File: src/rtl/seq_serializer.sv
// rtl/seq_serializer.sv - MSB-first pattern serializer with one-shot/loop modes and programmable bit period
module seq_serializer #(
    parameter int CLK_DIV = 4,
    parameter int PAT_W   = 16
) (
    input  logic             clk,
    input  logic             rst,
    input  logic             start,
    input  logic             stop,
    input  logic             mode_loop,
    input  logic [PAT_W-1:0] pattern,
    input  logic [5:0]       len,
    output logic             seq_out,
    output logic             bit_valid,
    output logic [5:0]       bit_idx,
    output logic             busy,
    output logic             done
);

    localparam int DW = (CLK_DIV > 1) ? $clog2(CLK_DIV) : 1;
    localparam logic [DW-1:0] DIV_MAX = DW'(CLK_DIV - 1);
    localparam logic [5:0]    PAT_LEN = 6'(PAT_W);

    typedef enum logic [1:0] {IDLE, SHIFT, DONE} state_t;

    state_t           state;
    logic [DW-1:0]    div_cnt;
    logic [PAT_W-1:0] pat_q;
    logic [5:0]       len_q;
    logic             loop_q;

    logic [5:0]  len_eff;
    logic [5:0]  next_idx;
    logic [31:0] pat_in_ext;
    logic [31:0] pat_q_ext;
    logic        start_bit;
    logic        next_bit;
    logic        first_bit;

    // Widening to 32 bits keeps every dynamic index in range for any legal PAT_W
    always_comb begin
        len_eff    = ((len == 6'd0) || (len > PAT_LEN)) ? PAT_LEN : len;
        next_idx   = bit_idx + 6'd1;
        pat_in_ext = 32'(pattern);
        pat_q_ext  = 32'(pat_q);
        start_bit  = pat_in_ext[5'(len_eff - 6'd1)];
        next_bit   = pat_q_ext[5'(len_q - 6'd1 - next_idx)];
        first_bit  = pat_q_ext[5'(len_q - 6'd1)];
    end

    always_ff @(posedge clk or posedge rst) begin
        if (rst) begin
            state     <= IDLE;
            div_cnt   <= '0;
            pat_q     <= '0;
            len_q     <= '0;
            loop_q    <= 1'b0;
            seq_out   <= 1'b0;
            bit_valid <= 1'b0;
            bit_idx   <= '0;
            busy      <= 1'b0;
            done      <= 1'b0;
        end else if (stop) begin
            state     <= IDLE;
            div_cnt   <= '0;
            pat_q     <= '0;
            len_q     <= '0;
            loop_q    <= 1'b0;
            seq_out   <= 1'b0;
            bit_valid <= 1'b0;
            bit_idx   <= '0;
            busy      <= 1'b0;
            done      <= 1'b0;
        end else begin
            case (state)
                IDLE: begin
                    done      <= 1'b0;
                    bit_valid <= 1'b0;
                    bit_idx   <= '0;
                    if (start) begin
                        state     <= SHIFT;
                        pat_q     <= pattern;
                        len_q     <= len_eff;
                        loop_q    <= mode_loop;
                        div_cnt   <= '0;
                        seq_out   <= start_bit;
                        bit_valid <= 1'b1;
                        busy      <= 1'b1;
                    end
                end
                SHIFT: begin
                    bit_valid <= 1'b0;
                    if (div_cnt == DIV_MAX) begin
                        div_cnt <= '0;
                        if (bit_idx != len_q - 6'd1) begin
                            bit_idx   <= next_idx;
                            seq_out   <= next_bit;
                            bit_valid <= 1'b1;
                        end else if (loop_q) begin
                            bit_idx   <= '0;
                            seq_out   <= first_bit;
                            bit_valid <= 1'b1;
                        end else begin
                            state   <= DONE;
                            bit_idx <= '0;
                            seq_out <= 1'b0;
                            busy    <= 1'b0;
                            done    <= 1'b1;
                        end
                    end else begin
                        div_cnt <= div_cnt + DW'(1);
                    end
                end
                DONE: begin
                    state <= IDLE;
                    done  <= 1'b0;
                end
                default: state <= IDLE;
            endcase
        end
    end

endmodule

File: config.mk
export PLATFORM = sky130hd
export DESIGN_NAME = seq_serializer
export DESIGN_NICKNAME = d
export VERILOG_FILES = /design/src/rtl/seq_serializer.sv
export SDC_FILE = /design/constraint.sdc
export NUM_CORES = 1
export LEC_CHECK = 0
export BUFFER_PORTS_ARGS = -buffer_cell sky130_fd_sc_hd__buf_2
export CAP_MARGIN = 20
export CORE_MARGIN = 3
export CORE_UTILIZATION = 34
export CTS_CLUSTER_DIAMETER = 200
export DETAILED_ROUTE_END_ITERATION = 16
export SYNTH_ARGS = -nofsm -noshare
export SYNTH_HDL_FRONTEND = slang
export SYNTH_SLANG_ARGS = --single-unit
File: constraint.sdc
create_clock -name clk -period 2.9 [get_ports clk]
set_clock_uncertainty 0.2 [all_clocks]
set_input_delay 0.435 -clock clk [delete_from_list [all_inputs] [get_ports clk]]
set_output_delay 0.435 -clock clk [all_outputs]
set_load 0.005 [all_outputs]
==> flow_summary_export.csv <==
group,metric,value,unit
setup_path,start_kind,"register",
setup_path,path_common_cell,"mux4_2",
run_status,status,"completed",
power,p_total,1.24,mW
synth,avgSynthCellArea,10.5,sq um
routing,drtIter0Drc,82,
clock_network,hold_buffers,0,
routing,antenna_left,0,
sta,finalHoldViolCount,0,
clock_network,cts_tree,"built",
setup_path,worstPathArrival,2800,ps
synth,netlist_top_cells_area,"dfrtp_1 38%, mux4_2 9.2%, a22o_1 7.5%",
placement,io_buffers,36,
synth,synth_top_area_share,37.7,%
routing,drt_first_pass_iters,4,
synth,ys_warn_count,0,
floorplanning,coreArea,6910,sq um
floorplanning,initial_core_util,35.6,%
final_layout,drive_gt1_share,29.1,%
setup_path,crit_required,2870,ps
routing,via_per_inst,5.28,
setup_path,path_delay_family,"multiplexers",
clock_network,clk-insertion-delay-late,290,ps
routing,post_drt_wl_per_cell,16.0,um
grt,grt_first_pass_wirelength,9810,um
floorplanning,io_pins,37,
setup_path,crit_slowest_cell,"fa_2",
synth,synth_edf_count,0,
setup_path,r2r_slack,70,ps
sta,fin_setup_tns,0,ps
final_layout,n_fill_cell,695,
setup_path,slowest_delay,600,ps
sta,maxSlewViolCount,0,
clock_network,clock-root-buffer,"clkbuf_8",
sta,max_slew_margin,67.4,%
routing,drc,0,
final_layout,layout.nets,313,
grt,grt_max_degree,38,
floorplanning,die_area,8280,sq um
floorplanning,die_y,91.0,um
power,switching_share,27.1,%
synth,synth_area_leader_cell,"dfrtp_1",
sta,fin_crit,2830,ps
power,seqPwrFrac,45.0,%
power,switching_power,337,uW
sta,finalSetupViolations,0,
worst_hold_path,hold_class,"in2async",
synth,synth_compound_area_share,19.0,%
final_layout,syn_to_final_growth,20.6,%
power,internal_power,905,uW
setup_path,crit_path_end_kind,"register",
power,p_per_area,419,nW/um^2
sta,finalCritPeriodShare,97.5,%
synth,synth_xor_area_share,7.08,%
synth,async_flop_share,100,%
power,p_leak,1.32,nW
clock_network,cts_buffers,5,
power,combPwrFrac,18.2,%
sta,final.setup.worst_slack,73.2,ps
sta,rsz0062_at_grt,"no",
placement,dp_hpwl,4540,um
synth,synth_simple_gate_area_share,13.0,%
placement,place_congestion,0.869,
grt,antenna_found_initial,0,
floorplanning,die_w,91.0,um
synth,synthCells,233,
grt,grt_use_total,14.9,%
synth,synth_nets,269,
power,pwr-share-clk,36.8,%
placement,place_ws,45.0,ps
synth,synth_common_cells,"37 x dfrtp_1, 21 x a22o_1, 18 x nand2_1",
synth,ys_ff_latch,37,
synth,synth_fa_ha_area_share,4.89,%
setup_path,path_class,"reg2reg",
job,max-cap-violations,0,
setup_path,path_buf_inv,1,
clock_network,clockBufferDepth,2,
final_layout,n_antenna_cell,0,
setup_path,crit_chain,"inv_1, ha_4, fa_2, mux4_2, mux4_2, o2111ai_2, a21oi_2",
synth,synthMostInstantiatedCell,"dfrtp_1",
clock_network,clkTransAtPathRegs,80,ps
routing,vias,1976,
grt,grt_overflow,0,
synth,synth_top_family_by_area,"compound AO/OA/AOI/OAI gates",
synth,synth_seq_area_share,37.7,%
clock_network,cts_sinks,37,
grt,grt_pass1_vias,1958,
synth,syn_area,2460,sq um
floorplanning,rows,30,
routing,totalWireLength,5990,um
synth,muxShareOfSynthArea,13.3,%
power,ir_drop,0.000205,V
synth,yosys.cell_types.count,51,
clock_network,cts_max_level,2,
synth,ys.flop_type,"dfrtp_1",
setup_path,critPathMaxFanout,3,
sta,tightest_slew,489,ps
sta,fmax,0.354,GHz
## cell type report
cell class	instances	area (sq um)	share of cell area, %
Multi-Input combinational cell	167	1460	49.3
Sequential cell	37	926	31.3
Timing Repair Buffer	49	278	9.38
Tap cell	96	120	4.06
Clock buffer	5	68.8	2.32
Inverter	17	63.8	2.15
Clock inverter	3	46.3	1.56
## worst min-delay path, delay by kind of cell
kind,cells,cell delay [ps]
buffers and inverters,3,550
## flip-flops by register name (all words and copies together), names as in the netlist
name	flops
bit_valid	1
seq_out	1
bit_idx	6
done	1
pat_q	16
div_cnt	2
state	2
len_q	6
loop_q	1
busy	1
## final timing paths
path | to | from | cells after the start
setup / recovery | seq_out | len_q[0] | 7
hold / removal | bit_idx[5] | rst | 3
setup reg to reg | seq_out | len_q[0] | 7
hold reg to reg | done | done | 2
max in group asynchronous | len_q[3] | rst | 3
min in group clk | loop_q | mode_loop | 2
## cells in the final DEF, fill, tap and decap left out, drive strengths merged, types with 2 or more instances in the layout
| master | n |
|---|---|
| buf | 49 |
| dfrtp | 37 |
| a22o | 21 |
| nand2 | 18 |
| inv | 17 |
| nor2 | 16 |
| o21ai | 14 |
| mux4 | 12 |
| a21oi | 11 |
| ha | 8 |
| nor3 | 7 |
| xor2 | 7 |
| mux2i | 5 |
| clkbuf | 5 |
| xnor2 | 5 |
| nor4 | 3 |
| and3 | 3 |
| and2 | 3 |
| nand3 | 3 |
| nor3b | 3 |
| o2111ai | 3 |
| nor2b | 2 |
| nor4b | 2 |
| or3 | 2 |
| xnor3 | 2 |
## per-stage QoR
stage | cell area, sq um | cells | hold WS (ps) | utilization [%]
6_report | 2960 | 374 | 47.2 | 42.9
5_1_grt | 2960 | 374 | 87.3 | 42.9
4_1_cts | 2900 | 373 | 51.0 | 42.0
3_5_place_dp | 2790 | 365 | 307 | 40.4
3_3_place_gp | 2790 | 365 | 295 | 40.4
2_1_floorplan | 2460 | 233 | 259 | -
## repair_timing
item                       4_1_cts  5_1_grt
setup endpoints to repair        0        1
setup buffers                    0        1
resized for setup                0        7
## layer usage
layer	global-route usage [%]	routed length, um
met2	22.6	2720
met3	2.73	295
met5	0	0
met4	5.53	105
met1	21.1	2870
## power by group through the flow
stage	logic, mW	clock network [mW]	registers (mW)
after global placement	0.219	0	0.569
after detailed placement	0.221	0	0.569
after global routing	0.252	0.488	0.562
after CTS	0.222	0.471	0.559
after floorplan	0.155	0	0.561
final	0.225	0.457	0.559
## logic make-up (layout without fill, tap and decap cells)
kind of cell / Yosys count / count (layout)
compound gates: 63 / 63
simple gates: 63 / 63
flops: 37 / 37
buf+inv: 29 / 74
mux: 17 / 17
xor+xnor: 15 / 15
fa+ha+maj: 9 / 9
Power figures use the tool's default switching activity.
